## src/rtl/loader_pkg.sv

```systemverilog
// Shared types and constants for the boot-time instruction-memory loader.
// LOADER_CHECKSUM_EN adds the trailing checksum state.
package loader_pkg;

    localparam int unsigned HDR_BYTES  = 2;
    localparam int unsigned WORD_BYTES = 4;
    localparam int unsigned CSUM_W     = 8;

    typedef enum logic [2:0] {
        IDLE,
        HDR0,
        HDR1,
        RECV,
        WRITE,
`ifdef LOADER_CHECKSUM_EN
        CHK,
`endif
        DONE,
        ERR
    } loader_state_t;

endpackage

```

## src/rtl/byte_assembler.sv

```systemverilog
// Packs accepted bytes little-endian into one 32-bit instruction word
// and flags the byte that completes it.
module byte_assembler
    import loader_pkg::*;
(
    input  logic                            clk,
    input  logic                            rst,
    input  logic                            clr,
    input  logic                            accept,
    input  logic [$clog2(WORD_BYTES)-1:0]   byte_idx,
    input  logic [7:0]                      data,
    output logic [WORD_BYTES*8-1:0]         word_c,
    output logic                            last_c
);

    localparam int unsigned WW  = WORD_BYTES * 8;
    localparam int unsigned BIW = $clog2(WORD_BYTES);

    logic [WW-1:0] word;

    // Current word with the byte being accepted this cycle merged in.
    always_comb begin
        word_c = word;
        if (accept) begin
            word_c[8*byte_idx +: 8] = data;
        end
    end

    assign last_c = accept && (byte_idx == BIW'(WORD_BYTES - 1));

    always_ff @(posedge clk or posedge rst) begin
        if (rst) begin
            word <= '0;
        end else if (clr) begin
            word <= '0;
        end else begin
            word <= word_c;
        end
    end

endmodule

```

## src/rtl/imem_loader.sv

```systemverilog
// Boot loader: fills instruction memory from a length-prefixed byte stream
// and holds the core until the program is in. Optional LOADER_CHECKSUM_EN.
module imem_loader
    import loader_pkg::*;
#(
    parameter int unsigned NUM_INST = 128,
    parameter int unsigned TIMEOUT  = 4096,
    localparam int unsigned AW      = $clog2(NUM_INST)
) (
    input  logic          clk,
    input  logic          rst,
    input  logic          start,
    input  logic [7:0]    rx_data,
    input  logic          rx_valid,
    output logic          rx_ready,
    output logic          imem_we,
    output logic [AW-1:0] imem_waddr,
    output logic [31:0]   imem_wdata,
    output logic          core_hold,
    output logic          done,
    output logic          error,
    output logic [AW:0]   words_loaded
);

    localparam int unsigned TW  = $clog2(TIMEOUT + 2);
    localparam int unsigned BIW = $clog2(WORD_BYTES);
    localparam int unsigned LW  = HDR_BYTES * 8;

    loader_state_t  state;
    logic [LW-1:0]  len;
    logic [BIW-1:0] byte_idx;
    logic [TW-1:0]  tmo_cnt;
`ifdef LOADER_CHECKSUM_EN
    logic [CSUM_W-1:0] csum;
`endif

    logic           accept_c;
    logic           restart_c;
    logic           tmo_state_c;
    logic           tmo_hit_c;
    logic           asm_clr_c;
    logic           last_c;
    logic           last_word_c;
    logic [31:0]    word_c;
    logic [LW-1:0]  hdr_len_c;

    assign accept_c    = rx_valid && rx_ready;
    assign restart_c   = start && (state == IDLE || state == DONE || state == ERR);
    assign hdr_len_c   = {rx_data, len[7:0]};
    assign last_word_c = (len == LW'(words_loaded) + LW'(1));
    assign asm_clr_c   = restart_c || (state == ERR);

`ifdef LOADER_CHECKSUM_EN
    assign tmo_state_c = (state == HDR1) || (state == RECV) || (state == CHK);
`else
    assign tmo_state_c = (state == HDR1) || (state == RECV);
`endif

    // TIMEOUT == 0 never fires; otherwise fires on the TIMEOUT-th idle cycle.
    assign tmo_hit_c = (TIMEOUT != 0) && tmo_state_c && !accept_c
                       && (tmo_cnt == TW'(TIMEOUT - 1));

    byte_assembler u_asm (
        .clk      (clk),
        .rst      (rst),
        .clr      (asm_clr_c),
        .accept   (accept_c && (state == RECV)),
        .byte_idx (byte_idx),
        .data     (rx_data),
        .word_c   (word_c),
        .last_c   (last_c)
    );

    // Idle-cycle counter between accepted bytes.
    always_ff @(posedge clk or posedge rst) begin
        if (rst) begin
            tmo_cnt <= '0;
        end else if (tmo_state_c && !accept_c && !tmo_hit_c) begin
            tmo_cnt <= tmo_cnt + TW'(1);
        end else begin
            tmo_cnt <= '0;
        end
    end

    always_ff @(posedge clk or posedge rst) begin
        if (rst) begin
            state        <= IDLE;
            core_hold    <= 1'b1;
            rx_ready     <= 1'b0;
            imem_we      <= 1'b0;
            imem_waddr   <= '0;
            imem_wdata   <= '0;
            done         <= 1'b0;
            error        <= 1'b0;
            words_loaded <= '0;
            len          <= '0;
            byte_idx     <= '0;
`ifdef LOADER_CHECKSUM_EN
            csum         <= '0;
`endif
        end else begin
            imem_we <= 1'b0;
            case (state)
                IDLE, DONE, ERR: begin
                    if (start) begin
                        state        <= HDR0;
                        rx_ready     <= 1'b1;
                        core_hold    <= 1'b1;
                        done         <= 1'b0;
                        error        <= 1'b0;
                        words_loaded <= '0;
                        byte_idx     <= '0;
`ifdef LOADER_CHECKSUM_EN
                        csum         <= '0;
`endif
                    end
                end

                HDR0: begin
                    if (accept_c) begin
                        len[7:0] <= rx_data;
                        state    <= HDR1;
                    end
                end

                HDR1: begin
                    if (accept_c) begin
                        len <= hdr_len_c;
                        if (hdr_len_c == '0 || hdr_len_c > LW'(NUM_INST)) begin
                            state    <= ERR;
                            rx_ready <= 1'b0;
                            error    <= 1'b1;
                        end else begin
                            state    <= RECV;
                            byte_idx <= '0;
                        end
                    end else if (tmo_hit_c) begin
                        state    <= ERR;
                        rx_ready <= 1'b0;
                        error    <= 1'b1;
                    end
                end

                RECV: begin
                    if (accept_c) begin
                        byte_idx <= byte_idx + BIW'(1);
`ifdef LOADER_CHECKSUM_EN
                        csum     <= csum ^ rx_data;
`endif
                        // Completing byte: issue the write straight from the merged word.
                        if (last_c) begin
                            state      <= WRITE;
                            rx_ready   <= 1'b0;
                            imem_we    <= 1'b1;
                            imem_waddr <= words_loaded[AW-1:0];
                            imem_wdata <= word_c;
                        end
                    end else if (tmo_hit_c) begin
                        state    <= ERR;
                        rx_ready <= 1'b0;
                        error    <= 1'b1;
                    end
                end

                WRITE: begin
                    words_loaded <= words_loaded + (AW+1)'(1);
                    byte_idx     <= '0;
                    if (last_word_c) begin
`ifdef LOADER_CHECKSUM_EN
                        state    <= CHK;
                        rx_ready <= 1'b1;
`else
                        state     <= DONE;
                        done      <= 1'b1;
                        core_hold <= 1'b0;
`endif
                    end else begin
                        state    <= RECV;
                        rx_ready <= 1'b1;
                    end
                end

`ifdef LOADER_CHECKSUM_EN
                CHK: begin
                    if (accept_c) begin
                        rx_ready <= 1'b0;
                        if (rx_data == csum) begin
                            state     <= DONE;
                            done      <= 1'b1;
                            core_hold <= 1'b0;
                        end else begin
                            state <= ERR;
                            error <= 1'b1;
                        end
                    end else if (tmo_hit_c) begin
                        state    <= ERR;
                        rx_ready <= 1'b0;
                        error    <= 1'b1;
                    end
                end
`endif

                default: begin
                    state    <= IDLE;
                    rx_ready <= 1'b0;
                end
            endcase
        end
    end

endmodule
```

## config.mk

```make
export PLATFORM = sky130hd
export DESIGN_NAME = imem_loader
export DESIGN_NICKNAME = d
export VERILOG_FILES = /design/src/rtl/loader_pkg.sv /design/src/rtl/byte_assembler.sv /design/src/rtl/imem_loader.sv
export SDC_FILE = /design/constraint.sdc
export NUM_CORES = 1
export LEC_CHECK = 0
export CAP_MARGIN = 20
export CORE_MARGIN = 3
export CORE_UTILIZATION = 41
export CTS_BUF_LIST = sky130_fd_sc_hd__clkbuf_8
export DETAILED_ROUTE_END_ITERATION = 12
export PLACE_DENSITY = 0.61
export RECOVER_POWER = 25
export SLEW_MARGIN = 20
export SYNTH_ARGS = -nofsm -noshare
export SYNTH_HDL_FRONTEND = slang
export SYNTH_SLANG_ARGS = --single-unit
export TNS_END_PERCENT = 10
```

## constraint.sdc

```tcl
create_clock -name clk -period 9.7 [get_ports clk]
set_input_delay 1.455 -clock clk [delete_from_list [all_inputs] [get_ports clk]]
set_output_delay 1.455 -clock clk [all_outputs]
set_load 0.005 [all_outputs]
```

### After elaboration in Yosys (flattened, before gate mapping)

Cells that the tools add are included.

* equality and inequality tests: 19
* bitwise logic cells: 2
* shifts and indexed selects: 2
* order comparisons: 1
* add/subtract/negate cells: 5
* reductions and logical operators: 29
* mux-type cells: 43

Operator list (number)
* 32-bit two-way mux: 2
* 5-bit negation with 34-bit output: 1
* 8-bit by 34-bit variable shift with 32-bit output, first input constant: 1
* 8-bit by 34-bit indexed part select with 32-bit output: 1
* 32-bit bitwise mux: 1
* 8-bit one-hot mux with 2 select lines: 2
* 3-bit two-way mux: 8
* 1-bit two-way mux: 17
* 16-bit by 9-bit == test with 1-bit output: 1
* 16-bit by 8-bit > comparator with 1-bit output, second input constant: 1
* 16-bit logical NOT: 1
* 8-bit two-way mux: 2
* 2-bit != test, second input constant: 8
* 3-bit one-hot mux with 5 select lines: 1
* 13-bit by 1-bit adder with 13-bit output, second input constant: 1
* 13-bit by 12-bit == test with 1-bit output, second input constant: 1
* 13-bit two-way mux: 1
* 3-bit AND reduction: 4
* 5-bit AND reduction: 2
* 8-bit by 1-bit adder with 9-bit output, second input constant: 1
* 3-bit == test, second input constant: 3
* 8-bit by 1-bit adder with 8-bit output, second input constant: 1
* 2-bit two-way mux: 4
* 2-bit one-hot mux with 4 select lines: 1
* other kinds (20): 35

* register bits after elaboration: 118
* bits of input ports: 12
* output and inout bits: 52

### Depth between registers and ports, before layout

Gate-level depths: netlist of the first run.

* word-level depth: 7
* gate-level depth with buffers: 8
* gate-level depth less buffers: 7

### By module

A second synthesis of the first run with hierarchy kept.

* cell total of the unflattened synthesis: 499
* area, all modules: 5586.6 µm²

By module, submodules not included
* imem_loader: area each 3937.5 µm², cells each 337, seq. area each 2153.3 µm², instances 1
* byte_assembler: area each 1649.1 µm², cells each 162, seq. area each 800.8 µm², instances 1

### Worst setup path after synthesis of the first run

Ideal clock, no wire load.

* path type: in2reg
* from: input port rx_valid
* to: register rx_ready
* required time: 9.635 ns
* setup time: 0.065 ns
* stages: 6
* slack: 7.040 ns
* data arrival time: 2.595 ns
* buffers on the path: 0
* cells stage by stage: nand2_2 -> nor3_2 -> inv_1 -> o211ai_1 -> mux2i_1 -> o21a_1

* cells in the longest elaborated chain, start to end: 7
* elaborated cells on any way between the ends: 13

RTL lines
* start: declaration: line imem_loader.sv:14 `input logic rx_valid,`
* 1-bit logical AND (*): line imem_loader.sv:47 `assign accept_c = rx_valid && rx_ready;`
* 1-bit logical NOT: line imem_loader.sv:60 `assign tmo_hit_c = (TIMEOUT != 0) && tmo_state_c && !accept_c`
* 1-bit logical AND: line imem_loader.sv:60
* 1-bit logical AND: line imem_loader.sv:61 `&& (tmo_cnt == TW'(TIMEOUT - 1));`
* 1-bit two-way mux
* 1-bit two-way mux, on equally long branches: line imem_loader.sv:145, imem_loader.sv:127
* 1-bit one-hot mux with 5 select lines: line imem_loader.sv:103 `case (state)`
* end signal: assignment: line imem_loader.sv:107 `rx_ready <= 1'b1;`
* end signal: assignment: line imem_loader.sv:153 `rx_ready <= 1'b0;`
* end signal: assignment: line imem_loader.sv:160 `rx_ready <= 1'b0;`
* end: declaration: line imem_loader.sv:15 `output logic rx_ready,`

Every way passes the cells marked *; elsewhere a longest branch is shown, timed or not.
A chain may end at the register's enable or synchronous reset.

==> metrics, run 1 <==
Longest Clk Path Bufs=2; r2r setup slk=between 7000 and 8000 ps; DRC viols=0; Yosys reg bits=110; initial DRC count=239; aggregate global-route resource usage=between 15 and 20%; Initial Util=~43%; layout cells sized above 1=a little under a tenth; Finished Layout Cells=around 760; I/O pin count=64; clock share of power=between 30% and 40%; clock-pin slew on the worst setup and hold paths=around 110 ps; commonest non-fill, non-tap cell in the layout=dfrtp_1; min-delay src=imem_wdata[2]; Max Slew Vio Count=46; Peak VDD IR=approximately 82 uV; initial antenna violation count=0; Synth Cell Area=approximately 5200 sq um; DRT Wirelength=approximately 11,000 um; most frequent cells in the layout=109 x dfrtp_1, 75 x nand2_1, 72 x nor2_1; antenna-violating nets left=0; Mean Syn Cell Area=just under 10 sq um; FP Rows=40; post_cts resized=0; TritonCTS clock tree=built; Rel. slew slack=-29.82%; via count=around 4,000; die area=around 14,000 sq um; CTS buffer count=9; max-cap violations=1; CTS Hold Bufs=0; clock skew=~20 ps; core outline area=around 12,000 sq um; Post-synth ARST share=100.0%; vias in the first global route=between 3,000 and 4,000; Yosys top cell by area=dfrtp_1; Placed Cells=740; TNS Setup=0 ps; pin count of the biggest net entering global routing=67; RR Endpoint=imem_wdata[0]; die height=between 100 and 150 um; power share of the combinational group=under 10%; Vias/cell=approximately 5.2; CP endpoint kind=async pin; failing checks=capacitance limit, slew limit; IO Port Bufs=between 60 and 70; ys flop type=dfrtp_1; P_leak=approximately 0.0027 uW; Seq/Total Area, Yosys=~53%; H-tree depth=3; worst slew pin tran=around 1900 ps; power density cells=130.0 nW/um^2; Worst R2R Start=byte_idx[0]; wire per inst=around 15 um; Mapped Cells=about 530; area of the multi-input gates=about 2300 sq um; reg2reg path depth=7; setup bufs post-CTS=0; Max Clock Freq=approximately 280 MHz; Post-synth EDFFs=0; dominant cells by area after synthesis=dfrtp_1 52%, nand2_1 5.4%, nor2_1 5.2%, mux2_2 4.8%, o21ai_0 4.2%; status=finished, violations left; syn nets=about 550; Final Setup Violations=0; Net Sw Frac=23.09%; Synth top area share=a little over half; clock sinks=110; global-route wire length before repair=18,580 um; worst min path class=flop to flop; Hold Path Stages=2; final design utilization=50.39%; GPL Wtd Cong=0.8424; RSZ-0062 raised after global routing=false; number of diodes=0; Root Buffer=clkbuf_8; register area=2754 sq um; P_sw=between 150 and 200 uW; crit path DAT=~4000 ps; Cell variety after synth=56; Final min period=between 3000 and 4000 ps; HPWL after detailed placement=7927 um; Setup crit start kind=input port; layout net count=about 600; Worst Path Required=between 10,000 and 15,000 ps; Ys Warns=0; Seq pwr share=between 50% and 60%; gr ovfl total=0; Pre-antenna DRT Iters=5; period utilization=between 30% and 40%; Die W=approximately 120 um; Final Hold Viols=0; Setup Crit Path Kind=input port to async pin; fillers=between 1,000 and 1,500; area delta synth->final=18.25%; crit path max fanout=66; cell internal pwr=615.4 uW; Hold EP=imem_wdata[2]; Clock Latency Late Sink=approximately 380 ps
## worst max-delay path, cell delays in order
cell and delay (ps):
dlygate4sd3_1 540, clkinvlp_2 1110, buf_4 820
## metal layers
layer	GRT usage, %	up-vias	wire [um]
met3	2.871	10	440
met5	0	-	0
met2	25.65	70	5422
met4	4.779	0	133
met1	22.91	1913	5491
li1	-	1934	-
## registers in the layout (all words and copies together), names as in the netlist, 2 cells and up
register	cells
byte_idx	2
imem_waddr	7
imem_wdata	32
len	16
state	3
tmo_cnt	13
u_asm.word	24
words_loaded	8
## kinds of logic after synthesis
family                   synth area share [%]
AO/OA/AOI/OAI                           13.20
buffers and inverters                   3.895
adder cells (fa/ha/maj)                 1.875
AND/OR/NAND/NOR                         18.95
flip-flops                              52.92
XOR/XNOR                                4.208
multiplexers                            4.953
## per-stage QoR
stage               hold slack (ps)  instance area (sq um)  power [uW]  worst slack, ps
floorplan                     467.1                   5204       480.6             5344
global placement              461.6                   5921       494.2             5709
detailed placement            468.8                   5921       494.3             5596
CTS                           494.1                   6152       807.6             6002
global route                  509.5                   6153       826.9             5662
finish                        482.8                   6153       800.1             6111
## how the worst max path moves through the flow
| stage | startpoint | endpoint | slack [ps] | depth (start not counted) |
|---|---|---|---|---|
| floorplan | rst | byte_idx[0] | 5340 | 1 |
| global placement | rx_valid | imem_wdata[30] | 5710 | 6 |
| detailed placement | rx_valid | imem_wdata[25] | 5600 | 6 |
| CTS | rx_valid | imem_wdata[25] | 6000 | 6 |
| global route | rst | imem_waddr[2] | 5660 | 3 |
| finish | rst | imem_waddr[2] | 6110 | 3 |
## cell type report
class | count | area share, %
clock buffer | 9 | 2.013
clock inverter | 7 | 1.749
tap | 168 | 3.416
inverter | 14 | 0.8743
sequential | 110 | 44.75
timing repair buffer | 65 | 10.49
multi-input combinational | 383 | 36.70
## cell usage after synthesis, drive strengths merged, types with 2 or more instances
cell type and n:
dfrtp 109, nand2 76, nor2 72, o21ai 44
a21oi 42, mux2 22, clkbuf 19, inv 14
nand3 14, xor2 13, nor3 12, xnor2 12
a22o 8, buf 8, ha 7, nor4 7
nand4 6, and3 5, o211ai 5, a31oi 4
nand2b 4, nor3b 3, or3 3, a21o 2
a22oi 2, and4 2, nand3b 2, o22a 2
## power groups by stage
stage	sequential, uW	combinational, uW	clock [uW]
after floorplan	468	12.2	0
after global placement	469	25.0	0
after detailed placement	469	25.1	0
after CTS	460	25.1	322
after global routing	461	27.0	339
final	460	24.0	316
Note: power is estimated with default switching activity, not from simulation.
==> run 2, diff against run 1 <==
- clock period: 9.7 -> 3.51 ns (I/O delays scaled with it)
==> metrics, run 2 (synthesis results as in run 1) <==
clock share of power=a little over a third; Max Clock Freq=~420 MHz; most frequent cells in the layout=109 x dfrtp_1, 74 x nand2_1, 72 x nor2_1; crit path max fanout=8; area delta synth->final=18.54%; Largest register FFs=32; reg2reg path depth=7; Vias/cell=between 5 and 6; CP endpoint kind=flop; Final Hold Viols=0; wire per inst=around 16 um; Setup Crit Path Kind=flop to flop; layout cells sized above 1=roughly a tenth; Post-DP Area=approximately 6000 sq um; HPWL after detailed placement=roughly 8000 um; RR Endpoint=imem_wdata[16]; CP max-delay cell=nor3b_1; period utilization=68.16%; TritonCTS clock tree=built; power density cells=between 300 and 400 nW/um^2; cells along the critical path=inv_1 -> ha_1 -> nor3b_1 -> nand2_1 -> nor2_1 -> a21oi_1 -> o21ai_0; fillers=1,164; Clock Latency Late Sink=roughly 400 ps; P_sw=around 500 uW; Final Setup Violations=0; Max Slew Vio Count=38; capture point of the worst path=imem_wdata[16]; Rel. slew slack=-15.32%; max incr delay on CP=approximately 680 ps; TNS Setup=0 ps; H-tree depth=3; Reg with most FFs=imem_wdata; initial DRC count=between 300 and 400; Longest Clk Path Bufs=2; crit path DAT=between 2000 and 3000 ps; initial antenna violation count=0; worst min path class=flop to flop; CTS Hold Bufs=0; Worst Path Required=about 3800 ps; die height=~120 um; IO Port Bufs=63; DRT Wirelength=11,820 um; Setup crit start kind=flop; vias in the first global route=slightly below 4,000; FP Rows=40; met2 WL post-DR=~5600 um; r2r setup slk=1120 ps; number of diodes=0; Net Sw Frac=around 24%; max-cap violations=1; worst slew pin tran=1720 ps; Pre-antenna DRT Iters=5; final instance area=just over 6000 sq um; Peak VDD IR=between 150 and 200 uV; DRC viols=0; Met3 Wirelength=approximately 460 um; CP delay by family, top=simple AND/OR/NAND/NOR gates; core outline area=12,210 sq um; CTS buffer count=9; clock-pin slew on the worst setup and hold paths=110 ps; final design utilization=50.51%; CP Depth=7; antenna-violating nets left=0; clock skew=~11 ps; via count=4,004; Seq pwr share=around three fifths; Max Used Layer=met4; gr ovfl total=0; status=finished, violations left; cell internal pwr=between 1500 and 2000 uW; RSZ-0062 raised after global routing=false; Final min period=approximately 2400 ps; global-route wire length before repair=about 20,000 um; post_cts resized=0; aggregate global-route resource usage=17.46%; clock sinks=110; I/O pin count=64; Bufs and invs on worst path=1; setup bufs post-CTS=0; pin count of the biggest net entering global routing=74; failing checks=capacitance limit, slew limit; wl on met1=5628 um; Initial Util=between 40% and 50%; power share of the combinational group=3.4%; P_leak=between 0.002 and 0.003 uW; Die W=around 120 um; layout net count=around 610; Worst Setup SP=byte_idx[0]; commonest non-fill, non-tap cell in the layout=dfrtp_1; Worst R2R Start=byte_idx[0]; Largest regs=imem_wdata (32), u_asm.word (24), len (16); die area=~14,000 sq um; GPL Wtd Cong=0.8300; Final Hold Slack=a little under 500 ps; Root Buffer=clkbuf_8
==> run 2: cell count changes in the layout (fill, tap and decap cells not counted), moves of 2 or more <==
cell,delta
bufinv_16,-2
inv_8,+2
buf_4,+5
nand2_2,+2
clkdlybuf4s50_1,+6
dlygate4sd3_1,-6
==> run 2: per-stage QoR <==
step           total power, uW  instances  setup WS (ps)
6_report                  2095        762           1117
2_1_floorplan             1328        534          82.85
3_3_place_gp              1370        746          885.2
3_5_place_dp              1370        746          853.3
4_1_cts                   2124        762           1139
5_1_grt                   2184        762          836.4
==> run 2: worst min path at each step <==
stage	startpoint	to	depth (start not counted)
global placement	imem_wdata[5]	imem_wdata[5]	2
floorplan	u_asm.word[0]	u_asm.word[0]	2
global route	imem_wdata[5]	imem_wdata[5]	2
detailed placement	imem_wdata[13]	imem_wdata[13]	2
finish	imem_wdata[5]	imem_wdata[5]	2
CTS	imem_wdata[13]	imem_wdata[13]	2
==> run 2: tightest hold or removal path, cell delays in order, from the launching register on <==
cell	delay, ps
dfrtp_1	360
nand2_1	40
o21ai_0	60
==> run 2: routing by layer <==
metal / track usage (%) / vias to the layer above
met5: 0 / -
met4: 4.779 / 0
met3: 3.445 / 15
met2: 27.32 / 88
met1: 24.82 / 1964
li1: - / 1937
==> run 2: layout make-up <==
| type | instances | area, sq um | area share (%) |
|---|---|---|---|
| sequential | 110 | 2754 | 44.64 |
| clock buffer | 10 | 137.6 | 2.231 |
| tap | 168 | 210.2 | 3.408 |
| multi-input combinational | 383 | 2256 | 36.57 |
| clock inverter | 6 | 53.80 | 0.8722 |
| timing repair buffer | 71 | 703.2 | 11.40 |
| inverter | 14 | 53.80 | 0.8722 |
==> run 2: power by group through the flow <==
| stage | registers [uW] | logic, uW | clock network [uW] |
|---|---|---|---|
| global route | 1270 | 80.2 | 831 |
| floorplan | 1290 | 33.6 | 0 |
| CTS | 1270 | 74.2 | 778 |
| global placement | 1300 | 73.0 | 0 |
| detailed placement | 1300 | 73.4 | 0 |
| finish | 1270 | 71.1 | 752 |
==> run 3, diff against run 2 <==
- PLACE_DENSITY: 0.61 -> 0.63
- clock period: 3.51 -> 2.01 ns (I/O delays scaled with it)
==> metrics, run 3 (synthesis results as in run 1) <==
status=completed; max-cap violations=0; Max Slew Vio Count=0; Bufs and invs on worst path=1; P_sw=between 900 and 1000 uW; crit path DAT=between 2000 and 2500 ps; wire per inst=15.23 um; core outline area=about 12,000 sq um; power density cells=between 500 and 600 nW/um^2; layout net count=649; Largest regs=imem_wdata (32), u_asm.word (24), len (16); cells along the critical path=buf_4 -> xor2_1 -> or4_1 -> o22a_2 -> nand3_2 -> and4b_1 -> a311o_1; Setup Crit Path Kind=flop to flop; Final Hold Slack=between 400 and 500 ps; Worst Path Required=roughly 2300 ps; vias in the first global route=roughly 4,000; IO Port Bufs=63; GPL Wtd Cong=0.8813; aggregate global-route resource usage=between 10% and 20%; CP delay by family, top=simple AND/OR/NAND/NOR gates; most frequent cells in the layout=107 x dfrtp_1, 73 x nand2_1, 72 x nor2_1; final design utilization=a little over half; worst min path class=flop to flop; Root Buffer=clkbuf_8; Longest Clk Path Bufs=2; Vias/cell=5.128; Finished Layout Cells=~800; cell internal pwr=2883 uW; Placed Cells=787; FP Rows=40; final instance area=approximately 6600 sq um; Clock Latency Late Sink=between 300 and 400 ps; die height=around 120 um; initial DRC count=approximately 320; Net Sw Frac=between 20% and 30%; H-tree depth=3; die area=about 14,000 sq um; Max Clock Freq=between 500 and 600 MHz; DRT Wirelength=between 10,000 and 15,000 um; layout cells sized above 1=around 18%; setup bufs post-CTS=0; pin count of the biggest net entering global routing=111; HPWL after detailed placement=roughly 8600 um; Peak VDD IR=320.8 uV; commonest non-fill, non-tap cell in the layout=dfrtp_1; CP max-delay cell=or4_1; antenna-violating nets left=0; power share of the combinational group=between 3 and 4%; CTS Hold Bufs=0; max incr delay on CP=480 ps; number of diodes=0; worst setup margin=around 30 ps; Die W=118.7 um; Final Hold Viols=0; CP endpoint kind=flop; Seq pwr share=around three fifths; gr ovfl total=0; Post-DP Area=around 6300 sq um; Initial Util=between 40 and 50%; via count=about 4,100; initial antenna violation count=0; Reg with most FFs=imem_wdata; period utilization=98.49%; clock sinks=between 100 and 150; clock share of power=a little under two fifths; clock skew=~13 ps; CTS buffer count=9; P_leak=just under 0.003 uW; Pre-antenna DRT Iters=5; crit path max fanout=3; Final Setup Violations=0; DRC viols=0; setup slack at placement=-95.59 ps; Largest register FFs=32; Final min period=between 1500 and 2000 ps; RSZ-0062 raised after global routing=true; Rel. slew slack=slightly below 10%; worst slew pin tran=between 1000 and 1500 ps; I/O pin count=64; clock-pin slew on the worst setup and hold paths=roughly 110 ps; global-route wire length before repair=20,200 um; area delta synth->final=26.74%; TritonCTS clock tree=built; Setup crit start kind=flop
==> run 3: path summary, 6_finish.rpt <==
| kind | end | slack [ps] | cells past startpoint | startpoint |
|---|---|---|---|---|
| worst max-delay path | state[2] | 30 | 7 | len[6] |
| worst min-delay path | imem_wdata[5] | 490 | 2 | imem_wdata[5] |
| worst max register to register | state[2] | 30 | 7 | len[6] |
| worst min register to register | imem_wdata[5] | 490 | 2 | imem_wdata[5] |
| max in group asynchronous | words_loaded[2] | 330 | 3 | rst |
| min in group asynchronous | byte_idx[0] | 750 | 3 | rst |
==> run 3: cell type report <==
cell class,instances,area [sq um]
Multi-Input combinational cell,383,2325
Sequential cell,110,2756
Clock buffer,9,123.9
Timing Repair Buffer,112,1023
Clock inverter,7,100.1
Tap cell,168,210.2
Inverter,14,56.30
Fill cell,1143,5617
==> run 3: timing repair <==
action | CTS | global route
gates resized for setup | 0 | 15
hold endpoints to repair | 0 | 0
endpoints found under the setup margin | 0 | 26
==> run 3: worst register-to-register path: stages (launching register included) <==
cell,delay [ps]
dfrtp_1,420
buf_4,160
xor2_1,150
or4_1,480
o22a_2,250
nand3_2,90
and4b_1,260
a311o_1,130
==> run 3: stage by stage <==
stage / setup TNS [ps] / power (uW)
after floorplan: 0 / 2320
after global placement: -79.43 / 2408
after detailed placement: -274.0 / 2408
after CTS: 0 / 3869
after global routing: -162.3 / 3964
final: 0 / 3820
==> run 3: metal layers <==
metal	global-route usage [%]	vias to the layer above	share of wire [%]
met5	0	-	0
met4	6.155	0	1.5
met3	1.962	12	3.5
met2	28.67	105	49
met1	24.79	1972	46
li1	-	2029	-
==> run 3: power by group through the flow <==
stage          sequential (uW)  combinational [uW]  clock, uW
2_1_floorplan             2260                59.2          0
3_3_place_gp              2260                 145          0
3_5_place_dp              2260                 145          0
4_1_cts                   2220                 145       1500
5_1_grt                   2220                 154       1590
6_report                  2220                 139       1460
